==> src/rtl/serial_adder_if.sv <==
// Operand/result handshake bundle between a sequencing controller and the serial adder.
interface serial_adder_if #(
  parameter int WIDTH = 8
);
  logic             start;
  logic [WIDTH-1:0] a;
  logic [WIDTH-1:0] b;
  logic             busy;
  logic             done;
  logic [WIDTH-1:0] sum;
  logic             carry;

  modport master (
    output start, a, b,
    input  busy, done, sum, carry
  );

  modport slave (
    input  start, a, b,
    output busy, done, sum, carry
  );
endinterface

==> src/rtl/serial_adder.sv <==
// Bit-serial adder: one full-adder slice, LSB first, one operand bit per clock.
//
// state | meaning
// ------+---------------------------------------------------------------
// IDLE  | waiting for start; result registers hold the last sum/carry
// ADD   | shifting operand bits through the slice (busy)
// DONE  | result valid for this cycle (done); start here chains a new add
module serial_adder #(
  parameter int WIDTH = 8
) (
  input  logic         clk,
  input  logic         rst,
  serial_adder_if.slave bus
);

  localparam int CW = $clog2(WIDTH + 1);

  // One bit per state so busy/done come straight off a flop.
  typedef enum logic [1:0] {
    IDLE = 2'b00,
    ADD  = 2'b01,
    DONE = 2'b10
  } state_t;

  state_t           state;
  state_t           state_next;

  logic [WIDTH-1:0] sa;
  logic [WIDTH-1:0] sb;
  logic [WIDTH-1:0] sr;
  logic [WIDTH-1:0] sr_next;
  logic [CW-1:0]    cnt;
  logic             c;

  logic             half_s;
  logic             s;
  logic             c_next;
  logic             accept;
  logic             last;

  // Full adder built from two half-adder stages; the OR merges their carries.
  assign half_s  = sa[0] ^ sb[0];
  assign s       = half_s ^ c;
  assign c_next  = (sa[0] & sb[0]) | (half_s & c);

  // New bit enters at the MSB; written as a shift of {s, sr} so WIDTH=1 needs no special case.
  assign sr_next = WIDTH'({s, sr} >> 1);

  assign accept  = bus.start && ((state == IDLE) || (state == DONE));
  assign last    = (state == ADD) && (cnt == CW'(WIDTH - 1));

  // State register.
  always_ff @(posedge clk or posedge rst) begin
    if (rst) begin
      state <= IDLE;
    end else begin
      state <= state_next;
    end
  end

  // Next-state decode; start is only looked at in IDLE and DONE.
  always_comb begin
    state_next = state;
    case (state)
      IDLE:    if (bus.start) state_next = ADD;
      ADD:     if (last)      state_next = DONE;
      DONE:    state_next = bus.start ? ADD : IDLE;
      default: state_next = IDLE;
    endcase
  end

  // Handshake outputs decoded from the state flops only.
  always_comb begin
    bus.busy = (state == ADD);
    bus.done = (state == DONE);
  end

  // Operand capture, per-bit shift, and result load on the final bit.
  always_ff @(posedge clk or posedge rst) begin
    if (rst) begin
      sa        <= '0;
      sb        <= '0;
      sr        <= '0;
      c         <= 1'b0;
      cnt       <= '0;
      bus.sum   <= '0;
      bus.carry <= 1'b0;
    end else if (accept) begin
      sa  <= bus.a;
      sb  <= bus.b;
      c   <= 1'b0;
      cnt <= '0;
    end else if (state == ADD) begin
      sa  <= sa >> 1;
      sb  <= sb >> 1;
      c   <= c_next;
      sr  <= sr_next;
      cnt <= cnt + 1'b1;
      if (last) begin
        bus.sum   <= sr_next;
        bus.carry <= c_next;
      end
    end
  end

endmodule
==> src/flat_wrapper.sv <==
// flat-port wrapper written by rule: the top's interface ports become plain ports
module serial_adder_flat 
#(
  parameter int WIDTH = 8
)
  (clk, rst, bus_start, bus_a, bus_b, bus_busy, bus_done, bus_sum, bus_carry);
  serial_adder_if #(.WIDTH(WIDTH)) bus_i ();
  input  logic clk;
  input  logic rst;
  input wire logic [$bits(bus_i.start)-1:0] bus_start;
  input wire logic [$bits(bus_i.a)-1:0] bus_a;
  input wire logic [$bits(bus_i.b)-1:0] bus_b;
  output wire logic [$bits(bus_i.busy)-1:0] bus_busy;
  output wire logic [$bits(bus_i.done)-1:0] bus_done;
  output wire logic [$bits(bus_i.sum)-1:0] bus_sum;
  output wire logic [$bits(bus_i.carry)-1:0] bus_carry;
  assign bus_i.start = bus_start;
  assign bus_i.a = bus_a;
  assign bus_i.b = bus_b;
  assign bus_busy = bus_i.busy;
  assign bus_done = bus_i.done;
  assign bus_sum = bus_i.sum;
  assign bus_carry = bus_i.carry;
  serial_adder #(.WIDTH(WIDTH)) u_core (.clk(clk), .rst(rst), .bus(bus_i));
endmodule
==> config.mk <==
export PLATFORM = sky130hd
export DESIGN_NAME = serial_adder_flat
export DESIGN_NICKNAME = d
export VERILOG_FILES = /design/src/rtl/serial_adder_if.sv /design/src/rtl/serial_adder.sv /design/src/flat_wrapper.sv
export SDC_FILE = /design/constraint.sdc
export NUM_CORES = 1
export LEC_CHECK = 0
export BUFFER_PORTS_ARGS = -buffer_cell sky130_fd_sc_hd__buf_2
export CORE_UTILIZATION = 40
export CTS_CLUSTER_DIAMETER = 100
export DETAILED_ROUTE_END_ITERATION = 12
export GPL_TIMING_DRIVEN = 0
export PLACE_DENSITY = 0.57
export SYNTH_ARGS = -nofsm -noshare
export SYNTH_HDL_FRONTEND = slang
export SYNTH_SLANG_ARGS = --single-unit
==> constraint.sdc <==
create_clock -name clk -period 1.9 [get_ports clk]
set_clock_uncertainty 0.2 [all_clocks]
set_input_delay 0.19 -clock clk [delete_from_list [all_inputs] [get_ports clk]]
set_output_delay 0.19 -clock clk [all_outputs]
set_load 0.02 [all_outputs]
# After elaboration in Yosys (flattened, before gate mapping)
# Cells that the tools add are included.
[classes] addsub=1 reduce_logical=8 mux=12 n_eq_ne=5 bitwise_logic=6
[op_table] op="8-bit 2-to-1 mux" n=4
[op_table] op="4-bit 2-to-1 mux" n=2
[op_table] op="2-bit one-hot mux with 3 select lines" n=1
[op_table] op="4-bit by 1-bit adder with 4-bit output, second input constant" n=1
[op_table] op="4-bit by 3-bit equality test with 1-bit output, second input constant" n=1
[op_table] op="2-bit 2-to-1 mux" n=2
[op_table] op="2-bit AND reduction" n=2
[op_table] op="1-bit 2-to-1 mux" n=3
[op_table] op="3-bit AND reduction" n=1
[op_table] op="1-bit bitwise AND" n=2
[op_table] op="2-bit by 1-bit equality test with 1-bit output, second input constant" n=1
[op_table] op="2-bit equality test, second input constant" n=1
[op_table] op="1-bit logical AND" n=2
[op_table] op="2-bit zero test" n=1
[op_table] op="2-bit by 1-bit inequality test with 1-bit output, second input constant" n=1
[op_table] op="2-bit inequality test, second input constant" n=1
[op_table] op="2-bit nonzero test" n=1
[op_table] op="1-bit XOR" n=2
[op_table] op="1-bit logical OR" n=1
[op_table] op="1-bit NOT" n=1
[op_table] op="1-bit OR" n=1
[word_totals] word_cells=40 input_bits=19 output_inout_bits=11 ff_bits=40

# Longest topological paths before layout
[depth] ltp_word=5 mapped_depth=7 mapped_depth_nobuf=4

# Worst setup path after synthesis
# Ideal clock, no wire load.
[synth_path] kind="reg2reg" start="register u_core.state[1]" end="register u_core.bus.carry" stages_incl_launch_ff=5 t_arrival_ns=1.323 n_path_buf=1 period_less_slack_ns=1.648 required_time_ns=1.575 setup_time_ns=0.125 setup_slack_ns=0.252 cell_sequence="dfrtp_1 > nand2b_1 > buf_6 > nor3_4 > mux2_2"
[synth_between] elab_chain_cells=5 elab_cells_between_ends=8 cone_classes="eq/ne: 2; bitwise: 1; reduce/logical: 5"
[synth_rtl] item="start, declared" line="serial_adder.sv:25" text="state_t state;"
[synth_rtl] item="start signal, assigned" line="serial_adder.sv:57" text="state <= state_next;"
[synth_rtl] item="2-bit equality test or 2-bit zero test (tied branches)" line="serial_adder.sv:49" text="assign accept = bus.start && ((state == IDLE) || (state == DONE));"
[synth_rtl] item="1-bit logical OR" line="serial_adder.sv:49"
[synth_rtl] item="1-bit logical AND" line="serial_adder.sv:49"
[synth_rtl] item="1-bit NOT (no source line)"
[synth_rtl] item="3-bit AND reduction (no source line) (*)"
[synth_rtl] item="end signal, assigned" line="serial_adder.sv:101" text="bus.carry <= c_next;"
[synth_rtl] item="end, declared" line="serial_adder_if.sv:20" text="output busy, done, sum, carry"
# Every way passes the cells marked *; elsewhere a longest branch is shown, timed or not.
# A chain may end at the register's enable or synchronous reset.

# Final worst setup path
[layout_path] start="register u_core.state[1]" end="output bus_busy"
[layout_between] elab_chain_cells=1
[layout_rtl] item="2-bit by 1-bit equality test with 1-bit output" line="serial_adder.sv:74" text="bus.busy = (state == ADD);"
[layout_rtl] item="end, declared" line="flat_wrapper.sv:13" text="output wire logic [$bits(bus_i.busy)-1:0] bus_busy;"
# No other way between the ends.

==> results.json <==
{
  "nets": 232,
  "setup_tns_ps": 0,
  "num_vias": 1284,
  "numPortBuffers": 29,
  "path_cells": "nand2b_1 > buf_6 > inv_1 > buf_6 > buf_8 > buf_4",
  "fin_crit_sh": 0.963,
  "total_leakage_power_nw": 1.08,
  "worst-r2r-setup-slack_ps": 180,
  "worst_slew_pin_slew_ps": 806,
  "area_growth_pct": 33.9,
  "track_usage": 0.185,
  "setup.worst_path.start_class": "flop",
  "worst-path-buf-inv": 5,
  "slew_headroom": 0.462,
  "synth_cells": 156,
  "synth_warnings": 0,
  "setup_violations": 0,
  "clk_root_buffer_cell": "clkbuf_8",
  "powerDensity_nw_per_um2": 1680,
  "die_area_um2": 4350,
  "ys_ff_latch": 39,
  "maxCapViolCount": 0,
  "synth-main-ff-cell": "dfrtp_1",
  "finalMaxSlewViolations": 0,
  "postRouteAntennaNets": 0,
  "post-route-min-period_ps": 1830,
  "drc": 0,
  "chipWidth_um": 65.9,
  "ys_seq_area_frac": 0.597,
  "rsz0062_at_grt": "false",
  "n_fill_cell": 345,
  "drtIter0Drc": 89,
  "cts_inserted_buffers": 5,
  "syn_avg_cell_area_um2": 10.5,
  "yosysUniqueCellTypes": 22,
  "htreeDepth": 2,
  "initial_core_util": 0.431,
  "cts_tree": "built",
  "synth_common_cells": "nand2_1, dfrtp_1, mux2_2",
  "cts.clk_slew.worst_paths_ps": 70,
  "wire_per_inst_um": 13.3,
  "cpMaxStageDelayCell": "dfrtp_1",
  "hold_path.class": "in -> reg",
  "final_util": 0.576,
  "grt_pass1_wl_mm": 5.89,
  "cp-end-kind": "primary output",
  "yosysMostFrequentCell": "nand2_1",
  "crit_arrival_ps": 1440,
  "viasPerCell": 4.94,
  "core_area_um2": 3800,
  "synthArstFlopShare": 1.00,
  "crit_family": "buffers and inverters",
  "syn-cell-area_um2": 1640,
  "dpl.hpwl_mm": 2.17,
  "cp_max_fo": 10,
  "syn_nets": 177,
  "grt_pass1_vias": 1278,
  "vdd_drop_max_mv": 0.685,
  "final_hold_viol_count": 0,
  "place.gp.congestion": 0.760,
  "worst_path_largest_cell_delay_ps": 370,
  "grt_overflow_total": 0,
  "critical_path_class": "reg -> out",
  "netlist_top_cells_area": "dfrtp_1, nand2_1, mux2_2",
  "io_pins": 30,
  "grt_max_degree": 40,
  "status": "complete, no violations",
  "yosysTopAreaCell": "dfrtp_1",
  "layout-drive-gt1-share": 0.255,
  "synth_top_area_frac": 0.597,
  "synth_edf_count": 0,
  "finalWirelength_mm": 3.46,
  "die-height_um": 65.9,
  "clk_path_buf_depth": 2,
  "antenna_found_initial": 0,
  "worstPathRequired_ps": 1510,
  "cts_sinks": 39,
  "rows": 22,
  "drt_first_pass_iters": 4,
  "clock_latency_ps": 290,
  "antenna_cells": 0,
  "fmax_mhz": 547,
  "worst_path_most_repeated_cell": "buf_6"
}
==> cells in the final DEF, fill, tap and decap left out, drive strengths merged <==
master,count
a21oi,1
a22o,3
a22oi,6
a31oi,8
and2b,1
buf,35
bufinv,2
clkbuf,12
dfrtp,39
dlygate4sd3,17
fa,1
ha,1
inv,2
mux2,10
mux2i,2
nand2,49
nand2b,2
nand3,7
nand4,1
nor2,9
nor2b,1
nor3,1
o21ai,2
==> area by class of cell <==
class / instances / area (um^2) / share of cell area
flip-flops and latches: 39 / 976 / 0.446
multi-input cells: 105 / 603 / 0.275
repair buffers: 48 / 345 / 0.158
clock buffers: 6 / 72.6 / 0.0331
plain buffers: 10 / 65.1 / 0.0297
clock inverters: 2 / 60.1 / 0.0274
well taps: 48 / 60.1 / 0.0274
inverters: 2 / 7.51 / 0.00343
==> sequential cells by signal, summed over array words and instances, names as in the netlist <==
name              cells
u_core.bus.carry      1
u_core.state          2
u_core.sr             7
u_core.bus.sum        8
u_core.sa             8
u_core.sb             8
u_core.c              1
u_core.cnt            4
==> power by group <==
part	internal, W	switching (W)
clock network	0.000525	0.000282
registers	0.00121	0.000225
logic	0.000637	0.000806
total	0.00237	0.00131
==> kinds of logic after synthesis <==
family          after synthesis  share of synthesized area
mux                          12                     0.0811
fa+ha+maj                     2                     0.0199
buf+inv                      12                     0.0344
flops                        39                      0.597
simple gates                 71                      0.184
compound gates               20                     0.0834
==> tightest hold or removal path, cell delays in order <==
cell	delay (ps)
buf_2	80
nand2b_1	50
clkbuf_1	190
nor2_1	120
a31oi_1	50
==> metal layers <==
metal | vias up | track usage | routed length [um]
li1 | 633 | - | -
met1 | 624 | 0.237 | 1610
met2 | 22 | 0.297 | 1680
met5 | - | 0 | 0
met4 | 0 | 0.0559 | 41
met3 | 5 | 0.0621 | 120
==> path summary, 6_finish.rpt <==
kind                                 start  cells after the start                 to
min reg2reg                   u_core.sr[1]                      2       u_core.sr[1]
min in group asynchronous              rst                      3      u_core.cnt[1]
max in group asynchronous              rst                      3       u_core.sa[4]
max                        u_core.state[1]                      6           bus_busy
min                              bus_start                      5       u_core.sa[2]
max reg2reg                  u_core.cnt[0]                      5  u_core.bus.sum[2]
==> timing repair <==
item / in CTS / in global routing
pin swaps: 0 / 1
resized for setup: 6 / 0
endpoints found under the hold margin: 55 / 0
setup endpoints to repair: 1 / 10
buffers inserted: 0 / 2
hold buffers: 17 / 0
==> metrics by stage <==
| step | setup slack, ps | std cells | area (um^2) | total power, W | hold WS (ps) |
|---|---|---|---|---|---|
| after floorplan | 252 | 156 | 1640 | 0.00240 | 121 |
| after global placement | 62.4 | 233 | 1840 | 0.00274 | 224 |
| after detailed placement | 41.0 | 233 | 1840 | 0.00278 | 192 |
| after CTS | 13.1 | 258 | 2160 | 0.00368 | 230 |
| after global routing | 7.58 | 260 | 2190 | 0.00397 | 283 |
| final | 71.0 | 260 | 2190 | 0.00369 | 230 |
No activity file was read; power rests on OpenSTA's default activity.
